<file path="src/rtl/div_pkg.sv">
// Shared types and sizing for the iterative divider (unidade_div and div_passo).
package div_pkg;

  localparam int DIV_WIDTH = 32;
  localparam int DIV_CNT_W = $clog2(DIV_WIDTH) + 1;

  typedef enum logic [2:0] {
    IDLE = 3'd0,
    RUN  = 3'd1,
    FIX  = 3'd2,
    DONE = 3'd3,
    ERR  = 3'd4
  } div_state_t;

endpackage

</file>
<file path="src/rtl/div_passo.sv">
// One restoring-division step: shift the next dividend bit into the partial
// remainder and subtract the divisor magnitude when it fits.
module div_passo #(
  parameter int WIDTH = 32
) (
  input  logic [WIDTH-1:0] rem_i,
  input  logic             q_msb_i,
  input  logic [WIDTH-1:0] divisor_i,
  output logic [WIDTH-1:0] rem_o,
  output logic             q_bit_o
);

  // One extra bit so an unsigned divisor near 2^WIDTH cannot overflow the shift.
  logic [WIDTH:0] shifted;
  logic [WIDTH:0] diff;

  always_comb begin
    shifted = {rem_i, q_msb_i};
    diff    = shifted - {1'b0, divisor_i};
    q_bit_o = (shifted >= {1'b0, divisor_i});
    rem_o   = q_bit_o ? diff[WIDTH-1:0] : shifted[WIDTH-1:0];
  end

endmodule

</file>
<file path="src/rtl/unidade_div.sv">
// Iterative signed divider: quotient to lo, remainder to hi, one step per clock.
// Define UNIDADE_DIV_UNSIGNED_EN to add the is_unsigned input (divu behaviour).
//
// Handshake: start is a level request, accepted only in IDLE while armed; busy
// is high from the accept edge until the result or error pulse; done and
// div_zero are single-cycle pulses; start must drop for one edge to re-arm.
module unidade_div
  import div_pkg::*;
#(
  parameter int WIDTH = DIV_WIDTH
) (
  input  logic             clk,
  input  logic             reset,
  input  logic             start,
`ifdef UNIDADE_DIV_UNSIGNED_EN
  input  logic             is_unsigned,
`endif
  input  logic [WIDTH-1:0] dividend,
  input  logic [WIDTH-1:0] divisor,
  output logic [WIDTH-1:0] hi,
  output logic [WIDTH-1:0] lo,
  output logic             busy,
  output logic             done,
  output logic             div_zero,
  output div_state_t       dbg_state
);

  localparam int CNT_W = $clog2(WIDTH) + 1;

  div_state_t       state_q, state_d;
  logic [CNT_W-1:0] count_q, count_d;
  logic [WIDTH-1:0] rem_q, rem_d;
  logic [WIDTH-1:0] q_q, q_d;
  logic [WIDTH-1:0] dvs_q, dvs_d;
  logic             dvd_neg_q, dvd_neg_d;
  logic             quo_neg_q, quo_neg_d;
  logic             armed_q, armed_d;
  logic [WIDTH-1:0] hi_q, hi_d;
  logic [WIDTH-1:0] lo_q, lo_d;
  logic             busy_q, busy_d;
  logic             done_q, done_d;
  logic             dz_q, dz_d;

  logic             signed_mode;
  logic             dvd_neg_w;
  logic             dvs_neg_w;
  logic [WIDTH-1:0] dvd_abs;
  logic [WIDTH-1:0] dvs_abs;
  logic             accept;
  logic [WIDTH-1:0] step_rem;
  logic             step_bit;

`ifdef UNIDADE_DIV_UNSIGNED_EN
  assign signed_mode = ~is_unsigned;
`else
  assign signed_mode = 1'b1;
`endif

  // Unsigned requests clear both sign flags, so FIX needs no mode of its own.
  assign dvd_neg_w = signed_mode & dividend[WIDTH-1];
  assign dvs_neg_w = signed_mode & divisor[WIDTH-1];
  assign dvd_abs   = dvd_neg_w ? (~dividend + 1'b1) : dividend;
  assign dvs_abs   = dvs_neg_w ? (~divisor + 1'b1) : divisor;
  assign accept    = (state_q == IDLE) && start && armed_q;

  div_passo #(
    .WIDTH(WIDTH)
  ) u_passo (
    .rem_i    (rem_q),
    .q_msb_i  (q_q[WIDTH-1]),
    .divisor_i(dvs_q),
    .rem_o    (step_rem),
    .q_bit_o  (step_bit)
  );

  always_ff @(posedge clk or negedge reset) begin
    if (!reset) begin
      state_q <= IDLE;
    end else begin
      state_q <= state_d;
    end
  end

  always_comb begin
    state_d = state_q;
    case (state_q)
      IDLE: begin
        if (accept) begin
          state_d = (divisor == '0) ? ERR : RUN;
        end
      end
      RUN: begin
        if (count_q == CNT_W'(WIDTH - 1)) begin
          state_d = FIX;
        end
      end
      FIX:     state_d = DONE;
      DONE:    state_d = IDLE;
      ERR:     state_d = IDLE;
      default: state_d = IDLE;
    endcase
  end

  always_comb begin
    count_d   = count_q;
    rem_d     = rem_q;
    q_d       = q_q;
    dvs_d     = dvs_q;
    dvd_neg_d = dvd_neg_q;
    quo_neg_d = quo_neg_q;
    hi_d      = hi_q;
    lo_d      = lo_q;
    busy_d    = busy_q;
    done_d    = 1'b0;
    dz_d      = 1'b0;
    armed_d   = start ? armed_q : 1'b1;
    case (state_q)
      IDLE: begin
        if (accept) begin
          dvd_neg_d = dvd_neg_w;
          quo_neg_d = dvd_neg_w ^ dvs_neg_w;
          q_d       = dvd_abs;
          dvs_d     = dvs_abs;
          rem_d     = '0;
          count_d   = '0;
          busy_d    = 1'b1;
        end
      end
      RUN: begin
        rem_d   = step_rem;
        q_d     = {q_q[WIDTH-2:0], step_bit};
        count_d = count_q + 1'b1;
      end
      FIX: begin
        lo_d   = quo_neg_q ? (~q_q + 1'b1) : q_q;
        hi_d   = dvd_neg_q ? (~rem_q + 1'b1) : rem_q;
        done_d = 1'b1;
        busy_d = 1'b0;
      end
      DONE: begin
        if (start) armed_d = 1'b0;
      end
      ERR: begin
        dz_d   = 1'b1;
        busy_d = 1'b0;
        if (start) armed_d = 1'b0;
      end
      default: begin
        busy_d = 1'b0;
      end
    endcase
  end

  always_ff @(posedge clk or negedge reset) begin
    if (!reset) begin
      count_q   <= '0;
      rem_q     <= '0;
      q_q       <= '0;
      dvs_q     <= '0;
      dvd_neg_q <= 1'b0;
      quo_neg_q <= 1'b0;
      armed_q   <= 1'b1;
      hi_q      <= '0;
      lo_q      <= '0;
      busy_q    <= 1'b0;
      done_q    <= 1'b0;
      dz_q      <= 1'b0;
    end else begin
      count_q   <= count_d;
      rem_q     <= rem_d;
      q_q       <= q_d;
      dvs_q     <= dvs_d;
      dvd_neg_q <= dvd_neg_d;
      quo_neg_q <= quo_neg_d;
      armed_q   <= armed_d;
      hi_q      <= hi_d;
      lo_q      <= lo_d;
      busy_q    <= busy_d;
      done_q    <= done_d;
      dz_q      <= dz_d;
    end
  end

  assign hi        = hi_q;
  assign lo        = lo_q;
  assign busy      = busy_q;
  assign done      = done_q;
  assign div_zero  = dz_q;
  assign dbg_state = state_q;

endmodule
</file>
<file path="config.mk">
export PLATFORM = sky130hd
export DESIGN_NAME = unidade_div
export DESIGN_NICKNAME = d
export VERILOG_FILES = /design/src/rtl/div_pkg.sv /design/src/rtl/div_passo.sv /design/src/rtl/unidade_div.sv
export SDC_FILE = /design/constraint.sdc
export NUM_CORES = 1
export LEC_CHECK = 0
export BUFFER_PORTS_ARGS = -buffer_cell sky130_fd_sc_hd__clkbuf_2
export CAP_MARGIN = 20
export CORE_MARGIN = 1
export CORE_UTILIZATION = 63
export CTS_CLUSTER_DIAMETER = 100
export DETAILED_ROUTE_END_ITERATION = 8
export GPL_TIMING_DRIVEN = 0
export PLACE_DENSITY = 0.86
export SLEW_MARGIN = 15
export SYNTH_ARGS = -nofsm -noshare
export SYNTH_HDL_FRONTEND = slang
export SYNTH_SLANG_ARGS = --single-unit
</file>
<file path="constraint.sdc">
create_clock -name clk -period 5.4 [get_ports clk]
set_clock_uncertainty 0.1 [all_clocks]
set_input_delay 1.62 -clock clk [delete_from_list [all_inputs] [get_ports clk]]
set_output_delay 1.62 -clock clk [all_outputs]
set_load 0.1 [all_outputs]
</file>
* Yosys cells after proc, flatten, opt, wreduce, memory -nomap -nowiden
Index checks and enable logic that the tools add are counted.
Operators by class: $add $sub $neg 6, order comparisons 1, equality and inequality tests 7, multiplexer cells 22, bitwise logic cells 6, reduce and logical (&&, ||, !) cells 11
Operator list (count):
- two-way mux 32 bit | 7
- adder 32 x 1 -> 32 bit, second input constant | 4
- inverter 32 bit | 4
- case mux 32 bit (2 select lines) | 2
- >= comparator 33 x 32 -> 1 bit | 1
- logical NOT 32 bit | 1
- subtractor 32 bit | 1
- case mux 6 bit (2 select lines) | 1
- two-way mux 3 bit | 3
- case mux 3 bit (3 select lines) | 1
- AND reduction 2 bit | 4
- adder 6 x 1 -> 6 bit, second input constant | 1
- == test 3 x 2 -> 1 bit, second input constant | 2
- == test 6 x 5 -> 1 bit, second input constant | 1
- two-way mux 1 bit | 6
- two-way mux 6 bit | 1
- inequality test 2 bit, second input constant | 2
- OR reduction 2 bit | 2
- == test 3 x 1 -> 1 bit, second input constant | 1
- == test 3 bit, second input constant | 1
- logical NOT 3 bit | 1
- logical AND 1 bit | 2
- case mux 1 bit (2 select lines) | 1
- nonzero test 2 bit | 1
- other kinds (2) | 2
Word-level totals: register bits after elaboration 175, bits of input ports 67, output and inout bits 70, word-level logic and storage cells 66

* Longest topological paths before layout
word-level depth 5, gate-level depth with buffers 13, gate-level depth less buffers 13

* Hierarchy
A second synthesis with hierarchy kept.
Second synthesis, totals: cell total of the unflattened synthesis 1389, area total of the unflattened synthesis 11677.4 um2
Modules (own cells, without submodules):
- unidade_div | instances 1, cells each 1041, area each 9377.7 um2, seq. area each 4380.5 um2
- div_passo | instances 1, cells each 348, area each 2299.7 um2, seq. area each 0.0 um2

* Least setup slack after synthesis
No wires, ideal clock.
path kind input -> register, from input port divisor[3], to register dvs_q[30], library setup time 0.129 ns, data arrival time 4.454 ns, data required time 5.171 ns, path slack 0.718 ns, stages 10, path buffers 1, cell sequence or3_4 > or3b_4 > or3_4 > nand2b_4 > or4_4 > or4_4 > buf_6 > o41ai_4 > xor2_1 > o21ai_1
On the way: longest elaborated chain between the ends 3
RTL lines:
- from (decl) | line unidade_div.sv:19 | input logic [WIDTH-1:0] divisor,
- inverter 32 bit | line unidade_div.sv:63 | assign dvs_abs = dvs_neg_w ? (~divisor + 1'b1) : divisor;
- adder 32 x 1 -> 32 bit | line unidade_div.sv:63
- two-way mux 32 bit | line unidade_div.sv:63
- to (signal assigned) | line unidade_div.sv:172 | dvs_q <= dvs_d;
- to (decl) | line unidade_div.sv:34 | logic [WIDTH-1:0] dvs_q, dvs_d;
No other way between the ends. A chain may end at the register's enable or synchronous reset.

* Final worst setup path
Same ends and word-level chain as after synthesis.

==> metrics.md <==
| Metric | Value |
|---|---|
| Sinks on the clock net | `175` |
| Die W | `134 µm` |
| Crit path kind | `in -> reg` |
| Relative slew slack | `39.9%` |
| Maximum fanout along the worst path | `6` |
| Post-Route Utilization | `74.7%` |
| Number of levels in the clock H-tree | `4` |
| Reg2reg path depth | `11` |
| Number of top-level pins | `137` |
| Largest stage delay on the critical path | `0.49 ns` |
| Setup repair after global routing missed its margin | `false` |
| Count of hold-fix buffers inserted at cts | `0` |
| Area growth from synthesis to layout | `14.4%` |
| Clock tree from TritonCTS | `yes` |
| Estimated wirelength of the detail-placed design | `22300 µm` |
| Register area | `0.00438 mm²` |
| Number of fill cells | `1271` |
| First-pass iteration count of the detailed router | `8` |
| Number of cells on the worst hold path | `2` |
| Synth async-reset ratio | `100%` |
| Net count after synthesis | `1362` |
| Post-Synthesis Cell Area | `0.0110 mm²` |
| DRC | `0` |
| Number of nets with antenna violations after routing | `0` |
| Number of max-capacitance violations reported | `0` |
| Count of flip-flops with a built-in enable after synthesis | `0` |
| Final-stage net count | `1517` |
| Proportion of layout cells with a drive suffix above 1 | `13.0%` |
| Highest-count cells in the layout ignoring fill and taps | `sky130_fd_sc_hd__dfrtp_1 (174), sky130_fd_sc_hd__o21ai_0 (154), sky130_fd_sc_hd__clkbuf_2 (134)` |
| Period utilization | `84.0%` |
| Number of library cell types mapped by synthesis | `53` |
| Run status | `finished clean` |
| Least-Margin Pin Slew | `0.893 ns` |
| Total core area | `0.0168 mm²` |
| Diode count | `0` |
| Flops & latches, synth | `175` |
| Synth Flop Type | `sky130_fd_sc_hd__dfrtp_1` |
| Total count of hold-check failures in the final report | `0` |
| Hold/Removal Path Class | `reg -> reg` |
| Antenna violations before repair | `0` |
| Clock root buffer master | `sky130_fd_sc_hd__clkbuf_16` |
| Most frequent standard cell in the layout excluding fill and tap cells | `sky130_fd_sc_hd__dfrtp_1` |
| Wire length of the first global-routing pass | `48700 µm` |
| # port buffers | `135` |
| Post-CTS resize count | `0` |
| Synth Warn # | `0` |
| Cts bufs inserted | `17` |
| Area of the die | `0.0180 mm²` |
| Arrival time of data at the critical path endpoint | `4.76 ns` |
| Maximum root-to-sink buffer count | `2` |
| Die Height | `134 µm` |
| Clock period minus worst slack | `4.53 ns` |
| Largest net degree at the start of global routing | `97` |
| Cell type of the slowest stage on the worst timing path | `sky130_fd_sc_hd__or4_4` |
| Total wire length | `29800 µm` |
| Mean instance size in the synthesized netlist | `8.74 µm²` |
| Fmax | `0.221 GHz` |
| Instance count of the mapped netlist | `1257` |
| Overflow after GRT | `0` |
| Via count of the routed design | `10321` |
| Cell breakdown of the critical path | `clkbuf_2 -> or3_4 -> or3b_4 -> or3_4 -> nand2b_4 -> or4_4 -> or4_4 -> buf_6 -> o41ai_4 -> xor2_1 -> o21ai_1` |
| Final weighted congestion of routability-driven global placement | `0.967` |
| Launching element type of the critical path | `primary input` |
| Data required, critical path | `5.63 ns` |
| Via count normalized by instance count | `6.27` |
| Core Rows | `47` |
| Number of slew-limit violations in the final report | `0` |
| Global Route Usage Sum | `34.3%` |
| Wire per inst | `18.1 µm` |
| Final Hold Slack | `0.382 ns` |
| Starting utilization of the core area | `65.3%` |
| Initial detailed-routing violation count | `1131` |
| # setup viols final | `0` |
| Worst-skew pair later-pin latency | `0.45 ns` |
| Via count of the first global-routing pass | `9823` |
| Clock input transition at the sequential cells of the worst setup and hold paths | `0.08 ns` |
| Multi-input combinational cell area | `0.00614 mm²` |
| Category of the worst setup path capture point | `register` |
| Sequential area share after synthesis | `39.9%` |
| Post CTS Setup Buffer Count | `0` |
==> cells in the mapped netlist (13+ instances only) <==
library cell               number  area [µm²]
sky130_fd_sc_hd__a21oi_1       95         475
sky130_fd_sc_hd__a22oi_1       29         218
sky130_fd_sc_hd__clkbuf_1      62         233
sky130_fd_sc_hd__dfrtp_1      174        4350
sky130_fd_sc_hd__ha_1          37         463
sky130_fd_sc_hd__inv_1         53         199
sky130_fd_sc_hd__mux2i_1       33         330
sky130_fd_sc_hd__nand2_1      110         413
sky130_fd_sc_hd__nand2b_1      13        81.3
sky130_fd_sc_hd__nand3_1       38         190
sky130_fd_sc_hd__nand4_1       13        81.3
sky130_fd_sc_hd__nor2_1        96         360
sky130_fd_sc_hd__o21ai_0      154         771
sky130_fd_sc_hd__o31ai_1       35         263
sky130_fd_sc_hd__o41ai_1       17         149
sky130_fd_sc_hd__or3_1         18         113
sky130_fd_sc_hd__or4_1         21         158
sky130_fd_sc_hd__xnor2_1       30         263
sky130_fd_sc_hd__xor2_1       120        1050
==> logic make-up after synthesis <==
kind of cell	share of synthesized area, %
simple gates	15.7
compound gates	20.6
fa+ha+maj	4.40
buf+inv	4.24
flops	39.9
mux	3.21
xor+xnor	12.0
==> final cells by class <==
class,instances,area share [%]
multi-input cells,960,48.8
flip-flops and latches,175,34.8
repair buffers,136,5.66
clock buffers,17,3.38
well taps,220,2.19
plain buffers,69,2.12
inverters,53,1.58
clock inverters,15,1.37
==> metrics by stage <==
step           cells  worst slack (ns)  TNS, ns  instance area (µm²)
2_1_floorplan   1257             0.718        0                11000
4_1_cts         1645             0.868        0                12600
3_5_place_dp    1613             0.407        0                12000
6_report        1645             0.866        0                12600
5_1_grt         1645             0.763        0                12600
3_3_place_gp    1612            -0.465   -78.22                11900
==> critical path: cells and delay by family <==
kind,cells,cell delay [ns]
buf+inv,2,0.26
xor+xnor,1,0.22
compound gates,2,0.38
simple gates,6,2.28
==> state kept, by name, indices dropped and copies added, names as in the netlist <==
register   cells
dvs_q         32
hi            32
lo            32
q_q           32
rem_q         32
count_q        6
dbg_state      3
armed_q        1
busy           1
div_zero       1
done           1
dvd_neg_q      1
quo_neg_q      1
==> routing by layer <==
metal / part of all wire, % / GRT usage [%] / up-vias
li1: - / - / 4807
met1: 43 / 47.7 / 4893
met2: 46 / 54.3 / 532
met3: 8.6 / 6.65 / 89
met4: 2.6 / 11.0 / 0
met5: 0 / 0 / -
==> final timing paths <==
kind	startpoint	endpoint	slack [ns]
min reg2reg	dvs_q[28]	dvs_q[28]	0.38
min in group asynchronous	reset	dvs_q[17]	1.13
max in group asynchronous	reset	lo[29]	3.20
max reg2reg	rem_q[0]	rem_q[19]	1.41
max	divisor[3]	dvs_q[30]	0.87
min	dvs_q[28]	dvs_q[28]	0.38
Power is left out: the tool's default activity adds up to more than one toggle a clock period on the data nets, which glitch-free logic cannot reach.
